[src/rtl/lsu_ctrl_pkg.sv]
// Shared types and constants for the data-memory load/store sequencer.
// Holds the RV32I load/store width codes and the sequencer state encoding.
package lsu_ctrl_pkg;

    localparam int XLEN = 32;

    // RV32I funct3 width codes for LOAD and STORE opcodes
    localparam logic [2:0] F3_LB  = 3'b000;
    localparam logic [2:0] F3_LH  = 3'b001;
    localparam logic [2:0] F3_LW  = 3'b010;
    localparam logic [2:0] F3_LBU = 3'b100;
    localparam logic [2:0] F3_LHU = 3'b101;
    localparam logic [2:0] F3_SB  = 3'b000;
    localparam logic [2:0] F3_SH  = 3'b001;
    localparam logic [2:0] F3_SW  = 3'b010;

    typedef enum logic [1:0] {
        IDLE = 2'd0,
        WAIT = 2'd1,
        RESP = 2'd2
    } lsu_state_t;

endpackage

[src/rtl/lsu_ctrl_if.sv]
// Data-memory req/ack port: the sequencer is the master, the memory the slave.
// Write-side fields are only meaningful while dmem_req is high.
interface lsu_ctrl_if;
    import lsu_ctrl_pkg::*;

    logic            dmem_req;
    logic            dmem_we;
    logic [XLEN-1:0] dmem_addr;
    logic [3:0]      dmem_be;
    logic [XLEN-1:0] dmem_wdata;
    logic            dmem_ack;
    logic [XLEN-1:0] dmem_rdata;

    modport master (
        output dmem_req, dmem_we, dmem_addr, dmem_be, dmem_wdata,
        input  dmem_ack, dmem_rdata
    );

    modport slave (
        input  dmem_req, dmem_we, dmem_addr, dmem_be, dmem_wdata,
        output dmem_ack, dmem_rdata
    );

endinterface

[src/rtl/lsu_ctrl_align.sv]
// Combinational lane logic: byte enables, store-data replication, fault
// classification and load-data extraction with sign/zero extension.
module lsu_ctrl_align
    import lsu_ctrl_pkg::*;
(
    input  logic            is_load,
    input  logic            is_store,
    input  logic [2:0]      funct3,
    input  logic [1:0]      addr_lo,
    input  logic [XLEN-1:0] st_data,
    input  logic [XLEN-1:0] rdata,
    output logic [3:0]      be,
    output logic [XLEN-1:0] wdata,
    output logic            misaligned,
    output logic            illegal,
    output logic [XLEN-1:0] ld_data
);

    logic [1:0]  size;
    logic [7:0]  rd_lane [4];
    logic [7:0]  rd_byte;
    logic [15:0] rd_half;
    logic        load_f3_ok;
    logic        store_f3_ok;

    assign size = funct3[1:0];

    generate
        for (genvar gi = 0; gi < 4; gi++) begin : g_lane
            // Byte ops repeat byte 0, half ops repeat the low half, words pass through
            assign wdata[8*gi +: 8] = (size == 2'b00) ? st_data[7:0] :
                                      (size == 2'b01) ? st_data[8*(gi%2) +: 8] :
                                                        st_data[8*gi +: 8];
            assign rd_lane[gi] = rdata[8*gi +: 8];
        end
    endgenerate

    always_comb begin
        be = 4'b1111;
        case (size)
            2'b00:   be = 4'b0001 << addr_lo;
            2'b01:   be = 4'b0011 << {addr_lo[1], 1'b0};
            default: be = 4'b1111;
        endcase
    end

    assign load_f3_ok  = funct3 inside {F3_LB, F3_LH, F3_LW, F3_LBU, F3_LHU};
    assign store_f3_ok = funct3 inside {F3_SB, F3_SH, F3_SW};

    assign illegal = (is_load & is_store) |
                     (is_load & ~load_f3_ok) |
                     (is_store & ~store_f3_ok);

    // Alignment is only meaningful once the width code itself is legal
    assign misaligned = ~illegal &
                        (((size == 2'b01) & addr_lo[0]) |
                         ((size == 2'b10) & (addr_lo != 2'b00)));

    assign rd_byte = rd_lane[addr_lo];
    assign rd_half = addr_lo[1] ? rdata[31:16] : rdata[15:0];

    always_comb begin
        ld_data = rdata;
        case (funct3)
            F3_LB:   ld_data = {{24{rd_byte[7]}}, rd_byte};
            F3_LH:   ld_data = {{16{rd_half[15]}}, rd_half};
            F3_LBU:  ld_data = {24'd0, rd_byte};
            F3_LHU:  ld_data = {16'd0, rd_half};
            default: ld_data = rdata;
        endcase
    end

endmodule

[src/rtl/lsu_ctrl.sv]
// Load/store sequencer: turns a decoded memory op into one req/ack access,
// stalls the pipeline until it completes, and reports faults as pulses.
module lsu_ctrl
    import lsu_ctrl_pkg::*;
#(
    parameter int TIMEOUT = 255
) (
    input  logic             clk,
    input  logic             rst_n,
    input  logic             ex_valid,
    input  logic             ex_load,
    input  logic             ex_store,
    input  logic [2:0]       ex_funct3,
    input  logic [XLEN-1:0]  ex_addr,
    input  logic [XLEN-1:0]  ex_wdata,
    output logic             stall,
    output logic             ld_valid,
    output logic [XLEN-1:0]  ld_data,
    output logic             misalign_err,
    output logic             bus_err,
    lsu_ctrl_if.master       dmem
);

    localparam logic [7:0] TIMEOUT_LAST = 8'(TIMEOUT - 1);

    lsu_state_t      state_reg;
    logic [7:0]      cnt_reg;
    logic            req_reg;
    logic            we_reg;
    logic [XLEN-1:0] addr_reg;
    logic [3:0]      be_reg;
    logic [XLEN-1:0] wdata_reg;
    logic [2:0]      f3_reg;
    logic [1:0]      alo_reg;
    logic            ld_valid_reg;
    logic [XLEN-1:0] ld_data_reg;
    logic            misalign_reg;
    logic            bus_err_reg;

    logic            start;
    logic            in_wait;
    logic [2:0]      align_f3;
    logic [1:0]      align_alo;
    logic [3:0]      align_be;
    logic [XLEN-1:0] align_wdata;
    logic            align_misaligned;
    logic            align_illegal;
    logic [XLEN-1:0] align_ld_data;

    assign in_wait = (state_reg == WAIT);
    assign start   = (state_reg == IDLE) & ex_valid & (ex_load | ex_store);
    assign stall   = start | in_wait;

    // One lane unit serves both phases: classify ex_* in IDLE, extend rdata in WAIT
    assign align_f3  = in_wait ? f3_reg  : ex_funct3;
    assign align_alo = in_wait ? alo_reg : ex_addr[1:0];

    lsu_ctrl_align u_align (
        .is_load    (ex_load),
        .is_store   (ex_store),
        .funct3     (align_f3),
        .addr_lo    (align_alo),
        .st_data    (ex_wdata),
        .rdata      (dmem.dmem_rdata),
        .be         (align_be),
        .wdata      (align_wdata),
        .misaligned (align_misaligned),
        .illegal    (align_illegal),
        .ld_data    (align_ld_data)
    );

    always_ff @(posedge clk or negedge rst_n) begin
        if (!rst_n) begin
            state_reg    <= IDLE;
            cnt_reg      <= 8'd0;
            req_reg      <= 1'b0;
            we_reg       <= 1'b0;
            addr_reg     <= '0;
            be_reg       <= 4'd0;
            wdata_reg    <= '0;
            f3_reg       <= 3'd0;
            alo_reg      <= 2'd0;
            ld_valid_reg <= 1'b0;
            ld_data_reg  <= '0;
            misalign_reg <= 1'b0;
            bus_err_reg  <= 1'b0;
        end else begin
            ld_valid_reg <= 1'b0;
            ld_data_reg  <= '0;
            misalign_reg <= 1'b0;
            bus_err_reg  <= 1'b0;
            case (state_reg)
                IDLE: begin
                    if (start) begin
                        if (align_illegal) begin
                            bus_err_reg <= 1'b1;
                            state_reg   <= RESP;
                        end else if (align_misaligned) begin
                            misalign_reg <= 1'b1;
                            state_reg    <= RESP;
                        end else begin
                            state_reg <= WAIT;
                            req_reg   <= 1'b1;
                            we_reg    <= ex_store;
                            addr_reg  <= {ex_addr[XLEN-1:2], 2'b00};
                            be_reg    <= align_be;
                            wdata_reg <= align_wdata;
                            f3_reg    <= ex_funct3;
                            alo_reg   <= ex_addr[1:0];
                            cnt_reg   <= 8'd0;
                        end
                    end
                end
                WAIT: begin
                    // An ack on the final allowed cycle still counts as success
                    if (dmem.dmem_ack) begin
                        req_reg   <= 1'b0;
                        cnt_reg   <= 8'd0;
                        state_reg <= RESP;
                        if (!we_reg) begin
                            ld_valid_reg <= 1'b1;
                            ld_data_reg  <= align_ld_data;
                        end
                    end else if (cnt_reg == TIMEOUT_LAST) begin
                        req_reg     <= 1'b0;
                        cnt_reg     <= 8'd0;
                        bus_err_reg <= 1'b1;
                        state_reg   <= RESP;
                    end else begin
                        cnt_reg <= cnt_reg + 8'd1;
                    end
                end
                RESP:    state_reg <= IDLE;
                default: state_reg <= IDLE;
            endcase
        end
    end

    assign ld_valid     = ld_valid_reg;
    assign ld_data      = ld_data_reg;
    assign misalign_err = misalign_reg;
    assign bus_err      = bus_err_reg;

    assign dmem.dmem_req   = req_reg;
    assign dmem.dmem_we    = we_reg;
    assign dmem.dmem_addr  = addr_reg;
    assign dmem.dmem_be    = be_reg;
    assign dmem.dmem_wdata = wdata_reg;

endmodule

[src/flat_wrapper.sv]
// flat-port wrapper written by rule: the top's interface ports become plain ports
module lsu_ctrl_flat import lsu_ctrl_pkg::*;
#(
    parameter int TIMEOUT = 255
)
  (clk, rst_n, ex_valid, ex_load, ex_store, ex_funct3, ex_addr, ex_wdata, stall, ld_valid, ld_data, misalign_err, bus_err, dmem_dmem_req, dmem_dmem_we, dmem_dmem_addr, dmem_dmem_be, dmem_dmem_wdata, dmem_dmem_ack, dmem_dmem_rdata);
  lsu_ctrl_if dmem_i ();
  input  logic clk;
  input  logic rst_n;
  input  logic ex_valid;
  input  logic ex_load;
  input  logic ex_store;
  input  logic [2:0] ex_funct3;
  input  logic [XLEN-1:0] ex_addr;
  input  logic [XLEN-1:0] ex_wdata;
  output logic stall;
  output logic ld_valid;
  output logic [XLEN-1:0] ld_data;
  output logic misalign_err;
  output logic bus_err;
  output wire logic [$bits(dmem_i.dmem_req)-1:0] dmem_dmem_req;
  output wire logic [$bits(dmem_i.dmem_we)-1:0] dmem_dmem_we;
  output wire logic [$bits(dmem_i.dmem_addr)-1:0] dmem_dmem_addr;
  output wire logic [$bits(dmem_i.dmem_be)-1:0] dmem_dmem_be;
  output wire logic [$bits(dmem_i.dmem_wdata)-1:0] dmem_dmem_wdata;
  input wire logic [$bits(dmem_i.dmem_ack)-1:0] dmem_dmem_ack;
  input wire logic [$bits(dmem_i.dmem_rdata)-1:0] dmem_dmem_rdata;
  assign dmem_dmem_req = dmem_i.dmem_req;
  assign dmem_dmem_we = dmem_i.dmem_we;
  assign dmem_dmem_addr = dmem_i.dmem_addr;
  assign dmem_dmem_be = dmem_i.dmem_be;
  assign dmem_dmem_wdata = dmem_i.dmem_wdata;
  assign dmem_i.dmem_ack = dmem_dmem_ack;
  assign dmem_i.dmem_rdata = dmem_dmem_rdata;
  lsu_ctrl #(.TIMEOUT(TIMEOUT)) u_core (.clk(clk), .rst_n(rst_n), .ex_valid(ex_valid), .ex_load(ex_load), .ex_store(ex_store), .ex_funct3(ex_funct3), .ex_addr(ex_addr), .ex_wdata(ex_wdata), .stall(stall), .ld_valid(ld_valid), .ld_data(ld_data), .misalign_err(misalign_err), .bus_err(bus_err), .dmem(dmem_i));
endmodule
[config.mk]
export PLATFORM = sky130hd
export DESIGN_NAME = lsu_ctrl_flat
export DESIGN_NICKNAME = d
export VERILOG_FILES = /design/src/rtl/lsu_ctrl_pkg.sv /design/src/rtl/lsu_ctrl_if.sv /design/src/rtl/lsu_ctrl_align.sv /design/src/rtl/lsu_ctrl.sv /design/src/flat_wrapper.sv
export SDC_FILE = /design/constraint.sdc
export NUM_CORES = 1
export LEC_CHECK = 0
export BUFFER_PORTS_ARGS = -buffer_cell sky130_fd_sc_hd__buf_2
export CAP_MARGIN = 15
export CORE_MARGIN = 10
export CORE_UTILIZATION = 50
export CTS_CLUSTER_SIZE = 8
export DETAILED_ROUTE_END_ITERATION = 10
export GPL_ROUTABILITY_DRIVEN = 0
export GPL_TIMING_DRIVEN = 0
export HOLD_SLACK_MARGIN = 0.15
export PLACE_DENSITY = 0.87
export SLEW_MARGIN = 20
export SYNTH_ARGS = -nofsm -noshare
export SYNTH_HDL_FRONTEND = slang
export SYNTH_SLANG_ARGS = --single-unit
[constraint.sdc]
create_clock -name clk -period 3.42 [get_ports clk]
set_clock_uncertainty 0.2 [all_clocks]
set_input_delay 0.513 -clock clk [delete_from_list [all_inputs] [get_ports clk]]
set_output_delay 0.513 -clock clk [all_outputs]
set_load 0.01 [all_outputs]
Yosys cells after proc, flatten, opt, wreduce, memory -nomap -nowiden:

Cells that the tools add are included.

* bits in registers: 118
* logic and storage cells: 104

* add/subtract/negate cells: 1
* magnitude comparators: 1
* eq/ne operators: 12
* shift operators: 2
* muxes and demuxes: 46
* bitwise gates (word level): 18
* reductions and logical operators: 11

Operators with widths (count)
* $pmux 32 s4: 1
* $mux 32: 3
* $mux 8: 12
* $bmux 8 s2: 1
* $mux 1: 16
* $mux 16: 1
* $pmux 8 s2: 1
* $mux 2: 6
* $add 8x1->8 const B: 1
* $and 1x1->1: 8
* $eq 8x8->1 const B: 1
* $pmux 4 s2: 1
* $reduce_and 4->1: 2
* $eq 3x3->1 const B: 2
* $or 1x1->1: 5
* $reduce_and 5->1: 1
* $reduce_bool 5->1: 1
* $eq 2x1->1 const B: 2
* $logic_not 2->1: 2
* $ne 2x2->1 const B: 2
* $not 1->1: 4
* $pmux 1 s2: 2
* $pmux 2 s2: 1
* $reduce_bool 2->1: 2
* 13 further kinds: 13

Logic depth before layout (Yosys ltp):

* depth in word-level cells: 14
* gate-level depth with buffers: 10

Hierarchy:

Synthesis repeated with hierarchy kept, for this count alone.

* cells, all modules: 493
* area, all modules: 5906.9 um^2

Modules (own cells, without submodules)
* lsu_ctrl: times used 1, cells an instance 309, area each 4725.8 um^2, seq. area each 2952.8 um^2
* lsu_ctrl_align: times used 1, cells an instance 184, area each 1181.1 um^2, seq. area each 0.0 um^2

Least setup slack after synthesis:

No wires, ideal clock.

* path type: reg-to-reg
* from: register u_core.state_reg[0]
* to: register u_core.alo_reg[1]
* setup time: 0.125 ns
* data arrival time: 2.323 ns
* data required time: 3.095 ns
* setup slack: 0.772 ns
* stages on the path, launching flop included: 10
* clock period less this slack: 2.648 ns
* cell sequence: dfrtp_1 nor2b_1 clkbuf_1 mux2_4 o211ai_1 o21ai_1 or3_1 buf_4 buf_6 mux2_4

* cells in the longest elaborated chain, start to end: 12
* elaborated cells between the ends (all ways): 29

Ends and longest elaborated chain
* start: declaration: RTL line lsu_ctrl.sv:26 `lsu_state_t state_reg;`
* start signal: assignment: RTL line lsu_ctrl.sv:74 `state_reg <= IDLE;`
* start signal: assignment: RTL line lsu_ctrl.sv:97 `state_reg <= RESP;`
* start signal: assignment: RTL line lsu_ctrl.sv:100 `state_reg <= RESP;`
* $eq 2x1->1: RTL line lsu_ctrl.sv:50 `assign in_wait = (state_reg == WAIT);`
* $mux 3: RTL line lsu_ctrl.sv:55 `assign align_f3 = in_wait ? f3_reg : ex_funct3;`
* $eq 3x1->1, or another cell as far along: RTL line lsu_ctrl_align.sv:47, lsu_ctrl_align.sv:48
* $reduce_bool 5->1: RTL line lsu_ctrl_align.sv:47 `assign load_f3_ok = funct3 inside {F3_LB, F3_LH, F3_LW, F3_LBU, F3_LHU};`
* $not 1->1: RTL line lsu_ctrl_align.sv:51 `(is_load & ~load_f3_ok) |`
* $and 1x1->1: RTL line lsu_ctrl_align.sv:51
* $or 1x1->1: RTL line lsu_ctrl_align.sv:50 `assign illegal = (is_load & is_store) |`
* $or 1x1->1: RTL line lsu_ctrl_align.sv:51
* $not 1->1 (no source line)
* $and 1x1->1: RTL line lsu_ctrl_align.sv:55 `assign misaligned = ~illegal &`
* $not 1->1 (no source line)
* $reduce_and 4->1 (no source line) (*)
* end signal: assignment: RTL line lsu_ctrl.sv:109 `alo_reg <= ex_addr[1:0];`
* end: declaration: RTL line lsu_ctrl.sv:34 `logic [1:0] alo_reg;`

Every way passes the cells marked *; elsewhere a longest branch is shown, timed or not.
A chain may end at the register's enable or synchronous reset.

Worst setup path after layout:

* from: register u_core.state_reg[1]
* to: register u_core.wdata_reg[21], in the netlist u_core.dmem.dmem_wdata[21]

* cells in the longest elaborated chain, start to end: 12
* elaborated cells between the ends (all ways): 32

Ends and longest elaborated chain
* $eq 2x1->1: RTL line lsu_ctrl.sv:50
* $mux 3: RTL line lsu_ctrl.sv:55
* $eq 3x1->1, or another cell as far along: RTL line lsu_ctrl_align.sv:47, lsu_ctrl_align.sv:48
* $reduce_bool 5->1: RTL line lsu_ctrl_align.sv:47
* $not 1->1: RTL line lsu_ctrl_align.sv:51
* $and 1x1->1: RTL line lsu_ctrl_align.sv:51
* $or 1x1->1: RTL line lsu_ctrl_align.sv:50
* $or 1x1->1: RTL line lsu_ctrl_align.sv:51
* $not 1->1 (no source line)
* $and 1x1->1: RTL line lsu_ctrl_align.sv:55
* $not 1->1 (no source line)
* $reduce_and 4->1 (no source line)
* end signal: assignment: RTL line lsu_ctrl.sv:107 `wdata_reg <= align_wdata;`
* end: declaration: RTL line lsu_ctrl.sv:32 `logic [XLEN-1:0] wdata_reg;`

Parallel ways exist; a longest one is shown, timed or not.

==> impl_metrics.csv <==
group,metric,value,unit
placement,dp_hpwl,13.0,mm
timing,worstMarginPinSlew,0.953,ns
clocking,clk_pin_slew_worst_paths,0.05,ns
clocking,clock_latency,0.41,ns
detailed_routing,vias_per_cell,5.48,
floorplanning,rows,38,
worst_setup_path,path_class,"register to register",
global_route,grt_pass1_vias,5249,
clocking,cts_resized,0,
min_path,hold_class,"input pin to register",
detailed_routing,vias,4963,
timing,finalMaxSlewViolations,0,
floorplanning,die_w,126,µm
min_path,worstHoldStart,"ex_funct3[2]",
clocking,clockBufferDepth,2,
worst_setup_path,crit_start,"u_core.state_reg[1]$_DFFE_PN0P_",
layout,area.sequential,2950,µm²
floorplanning,dieHeight,126,µm
clocking,cts.sinks,118,
floorplanning,io_pins,211,
yosys,ys_types,42,
yosys,synth.avg_cell_area,11.8,µm²
clocking,holdBufCountCts,46,
power,p_leak,4.30,nW
worst_setup_path,crit_fanout,10,
yosys,synth-seq-cells,118,
floorplanning,start_util,51.5,%
yosys,netlist_instances,479,
layout,multiInputGateArea,2520,µm²
timing,max_slew_margin,35.8,%
timing,max_clock_freq,335,MHz
placement,io_buffer_count,208,
clocking,post_cts_buffers,0,
clocking,cts_tree,"yes",
worst_setup_path,startpoint_type,"register",
detailed_routing,wl_per_cell,20.7,µm
yosys,yosysSeqAreaShare,52.2,%
global_route,grt_overflow,0,
power,ir_drop,0.000512,V
timing,setup_viol,0,
global_route,grt_max_degree,67,
timing,hold_violations,0,
detailed_routing,wl,18.7,mm
worst_setup_path,cp.required,3.51,ns
placement,dp_cells,829,
power,powerDensity,837,nW/µm²
floorplanning,dieArea,16000,µm²
timing,rsz0062_at_grt,"false",
detailed_routing,drc,0,
worst_setup_path,cp-end-kind,"register",
worst_setup_path,r2r-start,"u_core.state_reg[1]$_DFFE_PN0P_",
timing,period_minus_slack,2.99,ns
worst_setup_path,critPathArrivalTime,3.08,ns
layout,final_cells,905,
layout,fill_cells,748,
layout,area_delta_synth_final,42.1,%
timing,tns,0,ns
clocking,cts_root_buf,"clkbuf_16",
status,status,"finished, final reports clean",
detailed_routing,antenna_left,0,
global_route,antenna_found_initial,2,
yosys,yosysWarnings,0,
layout,final_layout_size_suffix_gt1_share,44.5,%
job,cap_violations,0,
clocking,cts_made_buffers,17,
timing,min_period_over_period,87.3,%
global_route,grt_pass1_wl,29.6,mm
detailed_routing,first_iter_violations,555,
global_route,globalRouteTotalUtil,23.1,%
floorplanning,fp.coreArea,11000,µm²
timing,holdWs,0.172,ns
detailed_routing,dr.pass1.iters,5,
layout,nets,861,
clocking,h-tree-depth,4,
yosys,syn_area,5660,µm²
## worst max-delay path, stage by stage (launching register included)
cell,delay [ns]
dfrtp_1,0.42
nor2b_1,0.12
clkbuf_1,0.23
buf_2,0.30
nand3_1,0.12
a31oi_1,0.26
o22a_1,0.30
or3_1,0.16
buf_4,0.22
buf_6,0.21
mux2_4,0.33
## logic make-up after synthesis
group	count (synthesis)	synth area share, %
AND/OR/NAND/NOR	127	9.79
flip-flops	118	52.2
AO/OA/AOI/OAI	107	11.8
multiplexers	91	22.4
buffers and inverters	33	3.36
adder cells (fa/ha/maj)	2	0.442
other	1	0.0662
## layout by cell type (no fill, tap or decap), types with 6 or more instances in the layout
| cell | count |
|---|---|
| a21o_1 | 16 |
| a21oi_1 | 14 |
| a22oi_1 | 8 |
| a31oi_1 | 14 |
| buf_2 | 212 |
| buf_6 | 7 |
| bufinv_16 | 6 |
| clkbuf_1 | 11 |
| clkbuf_16 | 17 |
| dfrtp_1 | 118 |
| dlygate4sd3_1 | 46 |
| inv_1 | 7 |
| mux2_2 | 24 |
| mux2_4 | 58 |
| mux2i_1 | 6 |
| nand2_1 | 54 |
| nand3_1 | 11 |
| nor2_1 | 37 |
| o21ai_0 | 32 |
| o22ai_1 | 9 |
## final cells by class
cell class	count	area share [%]
diodes	1	0.0311
plain buffers	26	2.04
clock buffers	20	5.80
clock inverters	9	2.47
inverters	7	0.327
multi-input cells	329	31.4
flip-flops and latches	118	36.7
well taps	140	2.18
repair buffers	255	19.1
## Yosys cell counts
library cell  number  area (µm²)
nand4_1            1        6.26
o221ai_1           1        8.76
a21o_1            16         120
ha_1               2        25.0
nand2b_1           3        18.8
mux2_4            58         871
buf_2              5        25.0
or3_1              4        25.0
conb_1             1        3.75
a31oi_1           14        87.6
a32o_1             2        20.0
and3_1             2        12.5
nand2_1           54         203
nor4_1             1        6.26
nor4b_1            1        8.76
mux2i_4            2        45.0
nand3b_1           1        7.51
o21a_1             2        15.0
buf_6              6        67.6
o31ai_1            2        15.0
nor2b_1            4        25.0
or2_2              2        12.5
o21ai_1            2        10.0
nor3_1             4        20.0
dfrtp_1          118        2950
a22oi_1            8        60.1
nor3b_1            2        15.0
o22a_1             1        8.76
buf_4              4        30.0
o32a_1             1        10.0
a21oi_1           14        70.1
o211ai_1           1        7.51
mux2_2            24         270
o22ai_1            9        56.3
clkbuf_1          11        41.3
o21ai_0           32         160
nand3_1           11        55.1
mux4_2             1        22.5
nor2_1            37         139
mux2i_1            6        60.1
o32ai_1            2        17.5
inv_1              7        26.3
## layer usage
metal / vias to the layer above / wire length, µm / track usage (%)
met1: 2385 / 7150 / 26.0
met5: - / 13 / 0
li1: 2261 / - / -
met3: 46 / 1520 / 7.25
met4: 2 / 449 / 8.84
met2: 269 / 9600 / 39.8
## path summary, 6_finish.rpt
check / endpoint / slack (ns) / cells past startpoint
max reg2reg: u_core.dmem.dmem_wdata[21]$_DFFE_PN0P_ / 0.43 / 10
min reg2reg: u_core.dmem.dmem_wdata[0]$_DFFE_PN0P_ / 0.30 / 1
max in group asynchronous: u_core.bus_err$_DFF_PN0_ / 1.89 / 3
min in group asynchronous: u_core.dmem.dmem_addr[7]$_DFFE_PN0P_ / 0.44 / 2
min: u_core.f3_reg[2]$_DFFE_PN0P_ / 0.17 / 2
max: u_core.dmem.dmem_wdata[21]$_DFFE_PN0P_ / 0.43 / 10
## report_power, final
part           total [mW]  internal, mW  switching (mW)  leakage [nW]
registers            2.23          1.89           0.334          1.49
clock network        2.03          1.41           0.621         0.328
logic                2.47          1.26            1.21          2.48
## stage by stage
step,utilization (%),power [mW],instance area [µm²],setup slack (ns)
floorplan,-,3.70,5670,0.772
global placement,62.7,4.52,6880,0.304
detailed placement,63.0,4.63,6920,0.482
CTS,73.2,6.73,8040,0.433
global route,73.2,7.08,8040,0.169
finish,73.2,6.73,8040,0.434
Power figures use the tool's default switching activity.
